===== config.mk =====
export PLATFORM = sky130hd
export DESIGN_NAME = ram_port_arbiter
export DESIGN_NICKNAME = d
export VERILOG_FILES = /design/src/rtl/ram_port_arbiter.sv
export SDC_FILE = /design/constraint.sdc
export NUM_CORES = 1
export LEC_CHECK = 0
export ABC_AREA = 1
export CAP_MARGIN = 20
export CORE_ASPECT_RATIO = 1.75
export CORE_MARGIN = 8
export CORE_UTILIZATION = 40
export CTS_CLUSTER_SIZE = 40
export DETAILED_ROUTE_END_ITERATION = 7
export GPL_TIMING_DRIVEN = 0
export PLACE_DENSITY = 0.81
export REMOVE_ABC_BUFFERS = 1
export SLEW_MARGIN = 10
export SYNTH_ARGS = -nofsm -noshare
export SYNTH_HDL_FRONTEND = slang
export SYNTH_SLANG_ARGS = --single-unit
export TNS_END_PERCENT = 20

===== constraint.sdc =====
create_clock -name clock -period 2.28 [get_ports clock]
set_input_delay 0.342 -clock clock [delete_from_list [all_inputs] [get_ports clock]]
set_output_delay 0.342 -clock clock [all_outputs]
set_load 0.1 [all_outputs]

===== src/rtl/ram_port_arbiter.sv =====
// ram_port_arbiter
// Shares the synchronous read port (port B) of the dual-port RAM among
// NUM_REQ readers. One read is serviced at a time through a four-state
// sequence: IDLE -> ADDR -> WAIT -> DONE. The RAM samples Address_B in ADDR,
// its data is valid in WAIT, and the captured word is returned with a
// one-cycle rd_valid strobe.
//
// Build option:
//   RAM_ARB_FIXED_PRIORITY_EN - when defined, the lowest-index asserted
//   request always wins and no round-robin pointer exists. When undefined
//   (default), arbitration is round-robin starting at the pointer.

module ram_port_arbiter #(
   parameter int NUM_REQ = 4,
   parameter int ADDR_W  = 16,
   parameter int DATA_W  = 16
) (
   input  logic                      clock,
   input  logic                      reset_n,
   input  logic [NUM_REQ-1:0]        req,
   input  logic [NUM_REQ*ADDR_W-1:0] req_addr,
   output logic [NUM_REQ-1:0]        grant,
   output logic [NUM_REQ-1:0]        rd_valid,
   output logic [DATA_W-1:0]         rd_data,
   output logic [ADDR_W-1:0]         Address_B,
   input  logic [DATA_W-1:0]         data_b
);

   localparam int IDX_W = (NUM_REQ > 1) ? $clog2(NUM_REQ) : 1;

   typedef enum logic [1:0] {
      ST_IDLE = 2'd0,
      ST_ADDR = 2'd1,
      ST_WAIT = 2'd2,
      ST_DONE = 2'd3
   } state_t;

   state_t              state_r;
   state_t              state_s;
   logic [IDX_W-1:0]    winner_r;
   logic [IDX_W-1:0]    winner_s;
   logic [NUM_REQ-1:0]  grant_s;
   logic [NUM_REQ-1:0]  rd_valid_s;
   logic [DATA_W-1:0]   rd_data_s;
   logic [ADDR_W-1:0]   addr_b_s;

   // Arbitration result for the current cycle
   logic                sel_found_s;
   logic [IDX_W-1:0]    sel_idx_s;
   logic [ADDR_W-1:0]   sel_addr_s;
   logic [NUM_REQ-1:0]  sel_onehot_s;

`ifndef RAM_ARB_FIXED_PRIORITY_EN
   logic [IDX_W-1:0]    ptr_r;
   logic [IDX_W-1:0]    ptr_s;
`endif

`ifdef RAM_ARB_FIXED_PRIORITY_EN
   // Fixed priority: scan high to low so the lowest asserted index is written last
   always_comb begin
      sel_found_s = |req;
      sel_idx_s   = {IDX_W{1'b0}};
      for (int k = NUM_REQ - 1; k >= 0; k--) begin
         if (req[k]) begin
            sel_idx_s = IDX_W'(k);
         end else begin
            sel_idx_s = sel_idx_s;
         end
      end
   end
`else
   // Round-robin: scan offsets high to low so the first asserted index at or after ptr wins
   always_comb begin
      sel_found_s = |req;
      sel_idx_s   = {IDX_W{1'b0}};
      for (int k = NUM_REQ - 1; k >= 0; k--) begin
         if (req[(int'(ptr_r) + k) % NUM_REQ]) begin
            sel_idx_s = IDX_W'((int'(ptr_r) + k) % NUM_REQ);
         end else begin
            sel_idx_s = sel_idx_s;
         end
      end
   end
`endif

   // Address mux and one-hot decode of the selected requester
   always_comb begin
      sel_addr_s   = {ADDR_W{1'b0}};
      sel_onehot_s = {NUM_REQ{1'b0}};
      for (int k = 0; k < NUM_REQ; k++) begin
         if (sel_idx_s == IDX_W'(k)) begin
            sel_addr_s      = req_addr[k*ADDR_W +: ADDR_W];
            sel_onehot_s[k] = 1'b1;
         end else begin
            sel_onehot_s[k] = 1'b0;
         end
      end
   end

   // Next-state and next-output logic of the transaction sequencer
   always_comb begin
      state_s    = state_r;
      winner_s   = winner_r;
      grant_s    = grant;
      rd_valid_s = rd_valid;
      rd_data_s  = rd_data;
      addr_b_s   = Address_B;
`ifndef RAM_ARB_FIXED_PRIORITY_EN
      ptr_s      = ptr_r;
`endif
      case (state_r)
         ST_IDLE: begin
            if (sel_found_s) begin
               winner_s = sel_idx_s;
               grant_s  = sel_onehot_s;
               addr_b_s = sel_addr_s;
               state_s  = ST_ADDR;
            end else begin
               state_s  = ST_IDLE;
            end
         end
         ST_ADDR: begin
            // RAM samples Address_B on this edge
            state_s = ST_WAIT;
         end
         ST_WAIT: begin
            // RAM output is valid now; grant already marks the winner
            rd_data_s  = data_b;
            rd_valid_s = grant;
            state_s    = ST_DONE;
         end
         ST_DONE: begin
            rd_valid_s = {NUM_REQ{1'b0}};
            grant_s    = {NUM_REQ{1'b0}};
`ifndef RAM_ARB_FIXED_PRIORITY_EN
            if (winner_r == IDX_W'(NUM_REQ - 1)) begin
               ptr_s = {IDX_W{1'b0}};
            end else begin
               ptr_s = winner_r + IDX_W'(1);
            end
`endif
            state_s    = ST_IDLE;
         end
         default: begin
            rd_valid_s = {NUM_REQ{1'b0}};
            grant_s    = {NUM_REQ{1'b0}};
            state_s    = ST_IDLE;
         end
      endcase
   end

   // State and output registers; reset aborts any read in flight
   always_ff @(posedge clock or negedge reset_n) begin
      if (!reset_n) begin
         state_r   <= ST_IDLE;
         winner_r  <= {IDX_W{1'b0}};
         grant     <= {NUM_REQ{1'b0}};
         rd_valid  <= {NUM_REQ{1'b0}};
         rd_data   <= {DATA_W{1'b0}};
         Address_B <= {ADDR_W{1'b0}};
      end else begin
         state_r   <= state_s;
         winner_r  <= winner_s;
         grant     <= grant_s;
         rd_valid  <= rd_valid_s;
         rd_data   <= rd_data_s;
         Address_B <= addr_b_s;
      end
   end

`ifndef RAM_ARB_FIXED_PRIORITY_EN
   // Round-robin pointer register
   always_ff @(posedge clock or negedge reset_n) begin
      if (!reset_n) begin
         ptr_r <= {IDX_W{1'b0}};
      end else begin
         ptr_r <= ptr_s;
      end
   end
`endif

endmodule


== Word-level counts from Yosys, hierarchy flattened ==
Index checks and enable logic that the tools add are counted.

* Add/sub/neg operators: 4
* $mul: 0
* Divide/modulo/power cells: 0
* Order comparisons: 4
* Equal/unequal tests: 8
* Shifts and indexed selects: 0
* Multiplexer cells: 29
* Bitwise gates (word level): 3
* Reductions and logical operators: 10

{| class="wikitable"
|+ Operator list
! kind !! count
|-
| 16-bit 2-to-1 mux || 4
|-
| 4-bit one-hot mux with 2 select lines || 2
|-
| 3-bit by 4-bit less-than comparator with 1-bit output (second input constant) || 3
|-
| 1-bit 2-to-1 mux || 12
|-
| 2-bit == test (second input constant) || 5
|-
| 2-bit 2-to-1 mux || 5
|-
| 1-bit binary-select mux with 2-bit select || 4
|-
| 2-bit one-hot mux with 4 select lines || 1
|-
| 2-bit OR reduction || 3
|-
| 2-bit by 1-bit adder with 2-bit output (second input constant) || 2
|-
| 2-bit adder (second input constant) || 2
|-
| 2-bit by 1-bit == test with 1-bit output (second input constant) || 2
|-
| 2-bit logical NOT || 2
|-
| 4-bit 2-to-1 mux || 1
|-
| 2-bit AND reduction || 2
|-
| 2-bit nonzero test || 2
|-
| 4-bit OR reduction || 1
|-
| 1-bit AND (first input constant) || 3
|-
| 2-bit by 3-bit less-than comparator with 1-bit output (second input constant) || 1
|-
| 2-bit inequality test (second input constant) || 1
|}

* Register bits after elaboration: 46
* Bits in latches: 0
* Bits in writable memories: 0
* Memory bits (read-only): 0
* Bits of input ports: 86
* Output and inout bits: 40
* Word-level logic and storage cells: 65
* Memories kept: 0

== Logic depth before layout (Yosys ltp) ==
* Depth in word-level cells: 15
* Depth in mapped cells: 17
* Depth with buffers taken out: 15

== Worst setup path after synthesis ==
No wires, ideal clock.

* Path type: flip-flop to flip-flop
* Start point: reg ptr_r[0]
* End point: reg Address_B[0]
* Library setup time: 120 ps
* Arrival: 1,500 ps
* Data required time: 2,160 ps
* Path slack: 661 ps
* Cell stages (with the launch flop): 15
* Buffers on the path: 2
* Period minus slack after synthesis: 1,619 ps
* Cell sequence: dfrtp_1 -> buf_6 -> o21ai_1 -> nand2_1 -> nand3_1 -> nand2_1 -> nand2_1 -> nand2_4 -> nor2_4 -> buf_6 -> nand2_1 -> nand2_1 -> inv_1 -> nand2_1 -> nand2_1

* Longest elaborated chain between the ends: 13
* Elaborated cells on any way between the ends: 26
* Those cells by class: add/sub: 3; eq/ne: 3; mux: 19; reduce/logical: 1

{| class="wikitable"
|+ Ends and longest elaborated chain
! what !! RTL line !! RTL
|-
| start, declared || 54 || <nowiki>logic [IDX_W-1:0] ptr_r;</nowiki>
|-
| start signal, assigned || 175 || <nowiki>ptr_r <= {IDX_W{1'b0}};</nowiki>
|-
| start signal, assigned || 177 || <nowiki>ptr_r <= ptr_s;</nowiki>
|-
| 2-bit adder || 77, 78 ||
|-
| 1-bit binary-select mux with 2-bit select || 77 || <nowiki>if (req[(int'(ptr_r) + k) % NUM_REQ]) begin</nowiki>
|-
| 1-bit 2-to-1 mux (not written as such) (2 in series) || 77 ||
|-
| 2-bit 2-to-1 mux (3 in series) || 77 ||
|-
| 2-bit 2-to-1 mux (*) || 77 ||
|-
| 2-bit logical NOT || 91 || <nowiki>if (sel_idx_s == IDX_W'(k)) begin</nowiki>
|-
| 16-bit 2-to-1 mux (3 in series) || 91 ||
|-
| 16-bit 2-to-1 mux (*) || 91 ||
|-
| end signal, assigned || 160 || <nowiki>Address_B <= {ADDR_W{1'b0}};</nowiki>
|-
| end signal, assigned || 167 || <nowiki>Address_B <= addr_b_s;</nowiki>
|-
| end, declared || 25 || <nowiki>output logic [ADDR_W-1:0] Address_B,</nowiki>
|}

Every way passes the cells marked *; elsewhere a longest branch is shown, timed or not. The select of a mux whose other input is x is not followed.
A chain may end at the register's enable or synchronous reset.

== Worst setup path in the final report ==
* Start point: reg Address_B[5]
* End point: out Address_B[5]

No word-level cell between the ends.

==> flow_metrics.tcl <==
set metrics [dict create \
    status "finished clean" \
    endpoint_kind "output port" \
    clock_skew_ns 0.007661 \
    syn_inst 408 \
    cts_tree "done" \
    synth.area.top_cells "dfrtp_1, nand2_1, inv_1" \
    globalplace.congestion 0.8141 \
    crit_family "buffers and inverters" \
    h-tree-depth 2 \
    cap_violations 0 \
    antenna_found_initial 0 \
    rows 40 \
    fmax_mhz 462.1 \
    die_area_sq_um 9991 \
    final_cell_mix "nand2_1, clkdlybuf4s50_1, inv_1, dfrtp_1, nand3_1" \
    layout_min_cycle_time_ns 2.164 \
    grt_first_pass_wirelength_um 13450 \
    dpl.hpwl_um 6254 \
    synth_top_area_share_pct 41.35 \
    crit_chain "clkdlybuf4s50_1" \
    ys_types 26 \
    nNetsFinal 631 \
    wl_per_cell_um 13.92 \
    cts_made_buffers 5 \
    clock_path_buffers 2 \
    cp_num_buf_inv 1 \
    grt_usage_pct 16.48 \
    antenna_cells 0 \
    crit_arrival_ns 1.82 \
    fp.dieW_um 79.07 \
    pre_cts_slack_ns -0.8031 \
    clkTransAtPathRegs_ns 0.06 \
    area_growth_pct 58.16 \
    drive_gt1_share_pct 9.779 \
    use_met2_pct 30.04 \
    cts_sinks 46 \
    stdcell_count 626 \
    vias 2951 \
    crit_required_ns 1.94 \
    relSlewSlack_pct 32.09 \
    postRouteAntennaNets 0 \
    fin_crit_sh_pct 94.91 \
    crit_slowest_cell "clkdlybuf4s50_1" \
    slew_viol_final 0 \
    busiest_layer "met2" \
    worstMarginPinSlew_ns 1.015 \
    wirelength_um 8713 \
    initial_core_util_pct 40.90 \
    yosysWarnings 0 \
    setup_ws_ns 0.1159 \
    first_pass_iters 4 \
    insertion_delay_ns 0.28 \
    multi_input_area_sq_um 1316 \
    portBuffers 125 \
    cts-root-buf "clkbuf_16" \
    die_y_um 126.4 \
    grt_max_degree 37 \
    dp.cells 601 \
    worstSetupPathType "reg2out" \
    grtUsageMet3_pct 4.950 \
    cp-start-kind "register" \
    synth_seq_area_share_pct 41.35 \
    grt_use_met1_pct 17.33 \
    crit_start "Address_B[5]" \
    grt_pass1_vias 2850 \
    r2r_start "ptr_r[0]" \
    setup_viol 0 \
    synth_seq_cells 46 \
    hp-start "rd_data[5]" \
    pin_count 126 \
    yosys.area.top_type "dfrtp_1" \
    max_stage_delay_ns 1.16 \
    grt-ovfl-total 0 \
    drc 0 \
    cp_max_fo 2 \
    fill_cells 628 \
    syn_area_sq_um 2784 \
    coreArea_sq_um 6807 \
    drt_iter0_markers 115 \
    final_common_cell "nand2_1" \
    syn_area_per_cell_sq_um 6.823 \
    hold_viol 0 \
    regArea_sq_um 1152 \
    vias_per_cell 4.714 \
    hp-class "reg2reg" \
]
[routing by layer]
layer  wire (um)  part of all wire [%]
met4         189                   2.2
met2        4758                    55
met3         635                   7.3
met1        3130                    36
met5           0                     0
[final timing paths]
check | endpoint | slack, ns | cells after the start
max in group asynchronous | ptr_r[0] | 1.31 | 3
worst max-delay path | Address_B[5] | 0.12 | 1
worst min-delay path | rd_data[5] | 0.47 | 2
worst min register to register | rd_data[5] | 0.47 | 2
worst max register to register | Address_B[0] | 0.27 | 15
min in group asynchronous | Address_B[14] | 0.48 | 2
[layout make-up]
class / instances / share of cell area [%]
repair buffers: 140 / 31.77
multi-input cells: 277 / 29.89
repair inverters: 1 / 0.1137
flip-flops and latches: 46 / 26.17
well taps: 84 / 2.387
clock inverters: 2 / 0.2842
inverters: 70 / 6.223
clock buffers: 6 / 3.154
[cell families after synthesis]
kind of cell,after synthesis,share of synthesized area [%]
AO/OA/AOI/OAI,18,4.180
adder cells (fa/ha/maj),4,1.798
buffers and inverters,87,13.66
flip-flops,46,41.35
AND/OR/NAND/NOR,253,39.01
[worst register-to-register path, stage by stage (launching register included)]
cell,delay [ns]
dfrtp_2,0.48
inv_6,0.12
nand2_2,0.07
nand3_2,0.12
nand2_1,0.08
inv_1,0.10
nand2_1,0.10
nand2_4,0.13
nand2_8,0.13
nor2_4,0.18
buf_12,0.16
nand2_1,0.06
nand2_1,0.05
inv_1,0.03
nand2_1,0.05
nand2_1,0.05
[flip-flops by register name, indices dropped and copies added, names as in the netlist]
| signal | cells |
|---|---|
| Address_B | 16 |
| state_r | 2 |
| rd_valid | 4 |
| rd_data | 16 |
| ptr_r | 2 |
| grant | 4 |
| winner_r | 2 |
[Yosys cell counts]
library cell  instances
clkbuf_1              7
nand2_4               2
dfrtp_1              46
nor2_1               26
buf_4                 2
buf_6                 3
inv_4                 1
a41oi_2               1
buf_8                 1
nand3_1              45
o21ai_1               1
o32ai_1               3
o31ai_1               1
nor2_8                1
inv_2                 1
nand2_2              14
nand3_2               1
nor2_4                1
buf_2                 4
inv_6                 1
o22ai_1               1
ha_1                  4
o21ai_0              11
nand2_1             163
inv_1                65
clkinv_1              2
[repair_timing]
action,in CTS,in global routing
gates resized for setup,3,6
hold buffers,1,0
setup endpoints to repair,23,17
hold endpoints to repair,10,0
buffers inserted,2,11
pin swaps,1,4
cloned,2,1
[through the flow]
stage          cell area, sq um  util (%)  setup TNS, ns  hold slack, ns
2_1_floorplan              2674         -              0         0.04641
3_3_place_gp               4030     59.21         -30.36          0.4523
3_5_place_dp               4045     59.43         -12.71          0.2514
4_1_cts                    4253     62.48              0          0.4737
5_1_grt                    4403     64.69      -0.008749          0.4882
6_report                   4403     64.69              0          0.4682
Power is not shown: default switching activity piles up to over one toggle a cycle in this logic, so the estimate is an artifact.
